`config.mk`:
```
export PLATFORM = sky130hd
export DESIGN_NAME = pulse_stretch_amisha
export DESIGN_NICKNAME = d
export VERILOG_FILES = /design/src/rtl/pulse_stretch_amisha.sv
export SDC_FILE = /design/constraint.sdc
export NUM_CORES = 1
export LEC_CHECK = 0
export CAP_MARGIN = 15
export CORE_MARGIN = 1.5
export CORE_UTILIZATION = 50
export CTS_BUF_LIST = sky130_fd_sc_hd__clkbuf_8 sky130_fd_sc_hd__clkbuf_16
export DETAILED_ROUTE_END_ITERATION = 16
export PLACE_DENSITY = 0.86
export SETUP_SLACK_MARGIN = 0.2
export SLEW_MARGIN = 20
export SYNTH_ARGS = -nofsm -noshare
export SYNTH_HDL_FRONTEND = slang
export SYNTH_SLANG_ARGS = --single-unit
```
`constraint.sdc`:
```
create_clock -name clk_amisha -period 2.41 [get_ports clk_amisha]
set_input_delay 0.6025 -clock clk_amisha [delete_from_list [all_inputs] [get_ports clk_amisha]]
set_output_delay 0.6025 -clock clk_amisha [all_outputs]
set_load 0.03 [all_outputs]
```
`src/rtl/pulse_stretch_amisha.sv`:
```
// rtl/pulse_stretch_amisha.sv - tick-to-pulse stretcher with retrigger, one-deep request queue and guaranteed low gap
module pulse_stretch_amisha #(
    parameter int LEN_W   = 8,
    parameter int GAP_CYC = 2
) (
    input  logic              clk_amisha,
    input  logic              reset_amisha,
    input  logic              tick_amisha,
    input  logic [LEN_W-1:0]  len_amisha,
    input  logic              retrig_en_amisha,
    output logic              level_amisha,
    output logic              busy_amisha,
    output logic              overrun_amisha,
    output logic [15:0]       pulse_cnt_amisha
);

    typedef enum logic [1:0] {
        ST_IDLE = 2'd0,
        ST_HIGH = 2'd1,
        ST_GAP  = 2'd2
    } state_t;

    localparam logic [7:0]       GAP_LOAD = 8'(GAP_CYC);
    localparam logic [LEN_W-1:0] LEN_ONE  = LEN_W'(1);

    state_t             state_q, state_d;
    logic [LEN_W-1:0]   hi_cnt_q, hi_cnt_d;
    logic [7:0]         gap_cnt_q, gap_cnt_d;
    logic               pend_q, pend_d;
    logic [LEN_W-1:0]   pend_len_q, pend_len_d;
    logic               armed_q;
    logic               overrun_d;
    logic               start;
    logic               tick_ok;
    logic [LEN_W-1:0]   eff_len;

    // The first edge after reset release only arms the block; ticks there are ignored.
    assign tick_ok = tick_amisha & armed_q;
    assign eff_len = (len_amisha == '0) ? LEN_ONE : len_amisha;

    always_ff @(posedge clk_amisha or negedge reset_amisha) begin
        if (!reset_amisha) begin
            state_q          <= ST_IDLE;
            hi_cnt_q         <= '0;
            gap_cnt_q        <= '0;
            pend_q           <= 1'b0;
            pend_len_q       <= '0;
            armed_q          <= 1'b0;
            level_amisha     <= 1'b0;
            busy_amisha      <= 1'b0;
            overrun_amisha   <= 1'b0;
            pulse_cnt_amisha <= '0;
        end else begin
            state_q          <= state_d;
            hi_cnt_q         <= hi_cnt_d;
            gap_cnt_q        <= gap_cnt_d;
            pend_q           <= pend_d;
            pend_len_q       <= pend_len_d;
            armed_q          <= 1'b1;
            level_amisha     <= (state_d == ST_HIGH);
            busy_amisha      <= (state_d != ST_IDLE) || pend_d;
            overrun_amisha   <= overrun_d;
            pulse_cnt_amisha <= pulse_cnt_amisha + 16'(start);
        end
    end

    always_comb begin
        state_d    = state_q;
        hi_cnt_d   = hi_cnt_q;
        gap_cnt_d  = gap_cnt_q;
        pend_d     = pend_q;
        pend_len_d = pend_len_q;
        overrun_d  = 1'b0;
        start      = 1'b0;
        case (state_q)
            ST_IDLE: begin
                if (tick_ok) begin
                    state_d  = ST_HIGH;
                    hi_cnt_d = eff_len;
                    start    = 1'b1;
                end
            end
            ST_HIGH: begin
                if (tick_ok && retrig_en_amisha) begin
                    hi_cnt_d = eff_len;
                end else begin
                    if (tick_ok) begin
                        if (!pend_q) begin
                            pend_d     = 1'b1;
                            pend_len_d = eff_len;
                        end else begin
                            overrun_d = 1'b1;
                        end
                    end
                    if (hi_cnt_q <= LEN_ONE) begin
                        state_d   = ST_GAP;
                        gap_cnt_d = GAP_LOAD;
                    end else begin
                        hi_cnt_d = hi_cnt_q - LEN_ONE;
                    end
                end
            end
            ST_GAP: begin
                if (gap_cnt_q <= 8'd1) begin
                    // Last gap cycle: a queued request launches; a fresh tick either
                    // starts directly or takes over the queue slot.
                    if (pend_q) begin
                        state_d  = ST_HIGH;
                        hi_cnt_d = pend_len_q;
                        start    = 1'b1;
                        if (tick_ok) begin
                            pend_len_d = eff_len;
                        end else begin
                            pend_d = 1'b0;
                        end
                    end else if (tick_ok) begin
                        state_d  = ST_HIGH;
                        hi_cnt_d = eff_len;
                        start    = 1'b1;
                    end else begin
                        state_d = ST_IDLE;
                    end
                end else begin
                    gap_cnt_d = gap_cnt_q - 8'd1;
                    if (tick_ok) begin
                        if (!pend_q) begin
                            pend_d     = 1'b1;
                            pend_len_d = eff_len;
                        end else begin
                            overrun_d = 1'b1;
                        end
                    end
                end
            end
            default: begin
                state_d = ST_IDLE;
            end
        endcase
    end

endmodule

```
==> reports/results.txt <==
Overflow after GRT: 0
Maximum clock insertion buffer count: 2
Detail Placement HPWL: 4040 um
WS Path Type: reg -> reg
Die Footprint: 5590 um2
Leakage power: 1.44 nW
Crit end category: flip-flop
Final hold violation count: 0
CP Depth: 5
GR Util All Layers: 0.217
Max cap viols: 0
Initial antenna violation count: 0
Placed Cells incl. Taps: 367
Starting DRC count in detailed routing: 147
GPL Wtd Cong: 0.952
CORE AREA: 4850 um2
Layout Nets: 333
CP Max Fanout: 3
Min cycle time layout: 2.24 ns
Max Fclk: 447 MHz
WP data arrival: 2.43 ns
Syn_nets: 281
CTS tree: done
Outcome: finished, final reports clean
CP Buf/Inv Count: 0
First-pass GRT wire length: 9200 um
Cts bufs inserted: 5
Die width: 74.8 um
Pins over their slew limit: 0
RSZ-0062 raised after global routing: yes
Crit-path slowest cell: or4_4
YS warnings: 0
Synth area leaders: dfrtp_1 46%, ha_1 5.3%, xnor2_1 4.1%
Worst slew pin tran: 0.710 ns
Worst reg-to-reg path cell count: 5
Skew final: 0.00678 ns
I/O Pins: 31
# rows: 25
Worst VDD drop: 0.587 mV
Crit path largest cell delay: 0.55 ns
Final ANT Viol Nets: 0
Die Y: 74.8 um
Root Driver: clkbuf_8
Layout overhead on the synthesized area: 27.1%
Synthesized area per cell: 9.99 um2
Rel. slew slack: 0.526
Inserted Diodes: 0
CP delay by family, top: simple AND/OR/NAND/NOR gates
Sink Count: 47
P per Cell Area: 1170 nW/um2
Vias in the first global route: 2045
Clk slew on worst S/H paths: 0.09 ns
Post-synth EDFFs: 0
DR WL/cell: 14.2 um
#FFs+latches synth: 47
H-Tree Depth: 2
Worst Setup Start Kind: flip-flop
WL final: 5380 um
Fill cells: 383
Dominant synthesized flop cell: dfrtp_1
Worst path required time: 2.60 ns
Non-filler cells, final: 378
DRC: 0
Final setup vio count: 0
Mapped cell area: 2580 um2
Initial Util: 0.531
Worst skew pair latency: 0.30 ns
Vias per cell: 5.58
Count of cell types in the netlist: 57
Seq/Total Area, Yosys: 0.457
Fin crit share: 0.929
Maximum number of pins on one net before global-route repair: 34
Util after Layout: 0.676
Cells after synthesis: 258
Commonest cells in the netlist: 47 x dfrtp_1, 22 x nand2_1, 18 x nor2_1, 15 x nand3_1, 13 x inv_1
Share of post-route cells with drive strength above 1: 0.215
Most numerous cell in the Yosys netlist: dfrtp_1
Worst hold path class: in -> async
Port Buffer Count: 30
Synth area leader: dfrtp_1
Via count: 2110
Fraction of registers with async set/reset: 1.00
DRT Pass-1 Iters: 4
CP Cell Sequence: or4_4 > o41a_1 > o31a_1 > o21ba_1 > or3_1
Yosys top cell area share: 0.457
Hold buffer count at CTS: 0
[power by group]
part / total, mW / internal (mW) / switching (mW)
Clock: 0.455 / 0.199 / 0.257
Sequential: 1.33 / 1.06 / 0.277
Combinational: 2.04 / 0.954 / 1.09
[area by class of cell]
class	count	area (um2)	area share
sequential	47	1180	0.360
timing repair buffer	55	485	0.148
multi-input combinational	188	1390	0.426
inverter	13	48.8	0.0149
tap	67	83.8	0.0256
clock buffer	5	68.8	0.0210
clock inverter	3	16.3	0.00497
[worst paths after layout]
kind / slack [ns] / end / start
setup / recovery: 0.17 / busy_amisha / hi_cnt_q[4]
hold / removal: 0.34 / pend_len_q[7] / reset_amisha
setup reg to reg: 0.17 / busy_amisha / hi_cnt_q[4]
hold reg to reg: 0.47 / pulse_cnt_amisha[15] / pulse_cnt_amisha[15]
max in group asynchronous: 1.45 / pulse_cnt_amisha[13] / reset_amisha
min in group clk_amisha: 0.47 / pulse_cnt_amisha[15] / pulse_cnt_amisha[15]
[layout by cell type (no fill, tap or decap), drive strengths merged, types with 2 or more instances in the layout]
cell	Yosys	routed
dfrtp	47	47
clkdlybuf4s50	0	28
buf	1	26
nand2	22	22
nor2	18	18
nand3	15	15
inv	13	14
xnor2	12	12
xor2	12	12
o21ai	11	11
ha	11	11
mux2	8	8
nand4	7	7
a31oi	6	6
a22o	6	6
nor3	5	5
clkbuf	9	5
a21oi	5	5
and3	4	4
or3	4	4
or4	3	3
or2	2	2
o211ai	2	2
and3b	2	2
o2111ai	2	2
o31ai	2	2
a22oi	2	2
nor4	2	2
and2	2	2
[flip-flops by register name, indices dropped and copies added, names as in the netlist]
| signal | count |
|---|---|
| gap_cnt_q | 8 |
| level_amisha | 1 |
| hi_cnt_q | 8 |
| overrun_amisha | 1 |
| busy_amisha | 1 |
| pulse_cnt_amisha | 16 |
| pend_q | 1 |
| state_q | 2 |
| pend_len_q | 8 |
| armed_q | 1 |
[kinds of logic after synthesis]
group | after synthesis | synth area share
compound gates | 54 | 0.159
xor+xnor | 24 | 0.0816
fa+ha+maj | 11 | 0.0534
buf+inv | 23 | 0.0345
flops | 47 | 0.457
mux | 9 | 0.0389
other cells | 1 | 0.00146
simple gates | 89 | 0.174
[what timing repair did]
item                       CTS  global route
setup buffers                1             2
resized for setup            6             9
setup endpoints to repair    8            24
pin swaps                    3             3
[metal layers]
metal | GRT usage | part of all wire | vias up
met5 | 0 | 0 | -
met4 | 0.0687 | 0.012 | 0
met3 | 0.0402 | 0.047 | 6
met2 | 0.347 | 0.48 | 53
met1 | 0.301 | 0.46 | 1017
li1 | - | - | 1034
[per-stage QoR]
step	setup slack, ns	area [um2]	setup TNS (ns)	hold slack (ns)	power (mW)
6_report	0.172	3280	0	0.341	3.83
5_1_grt	0.0842	3280	0	0.415	4.12
4_1_cts	0.190	3230	0	0.372	3.76
3_5_place_dp	-0.244	3120	-1.76	0.463	3.27
3_3_place_gp	-0.186	3120	-1.11	0.468	3.21
2_1_floorplan	0.137	2630	0	0.307	2.64
(Power assumes the default switching activity.)
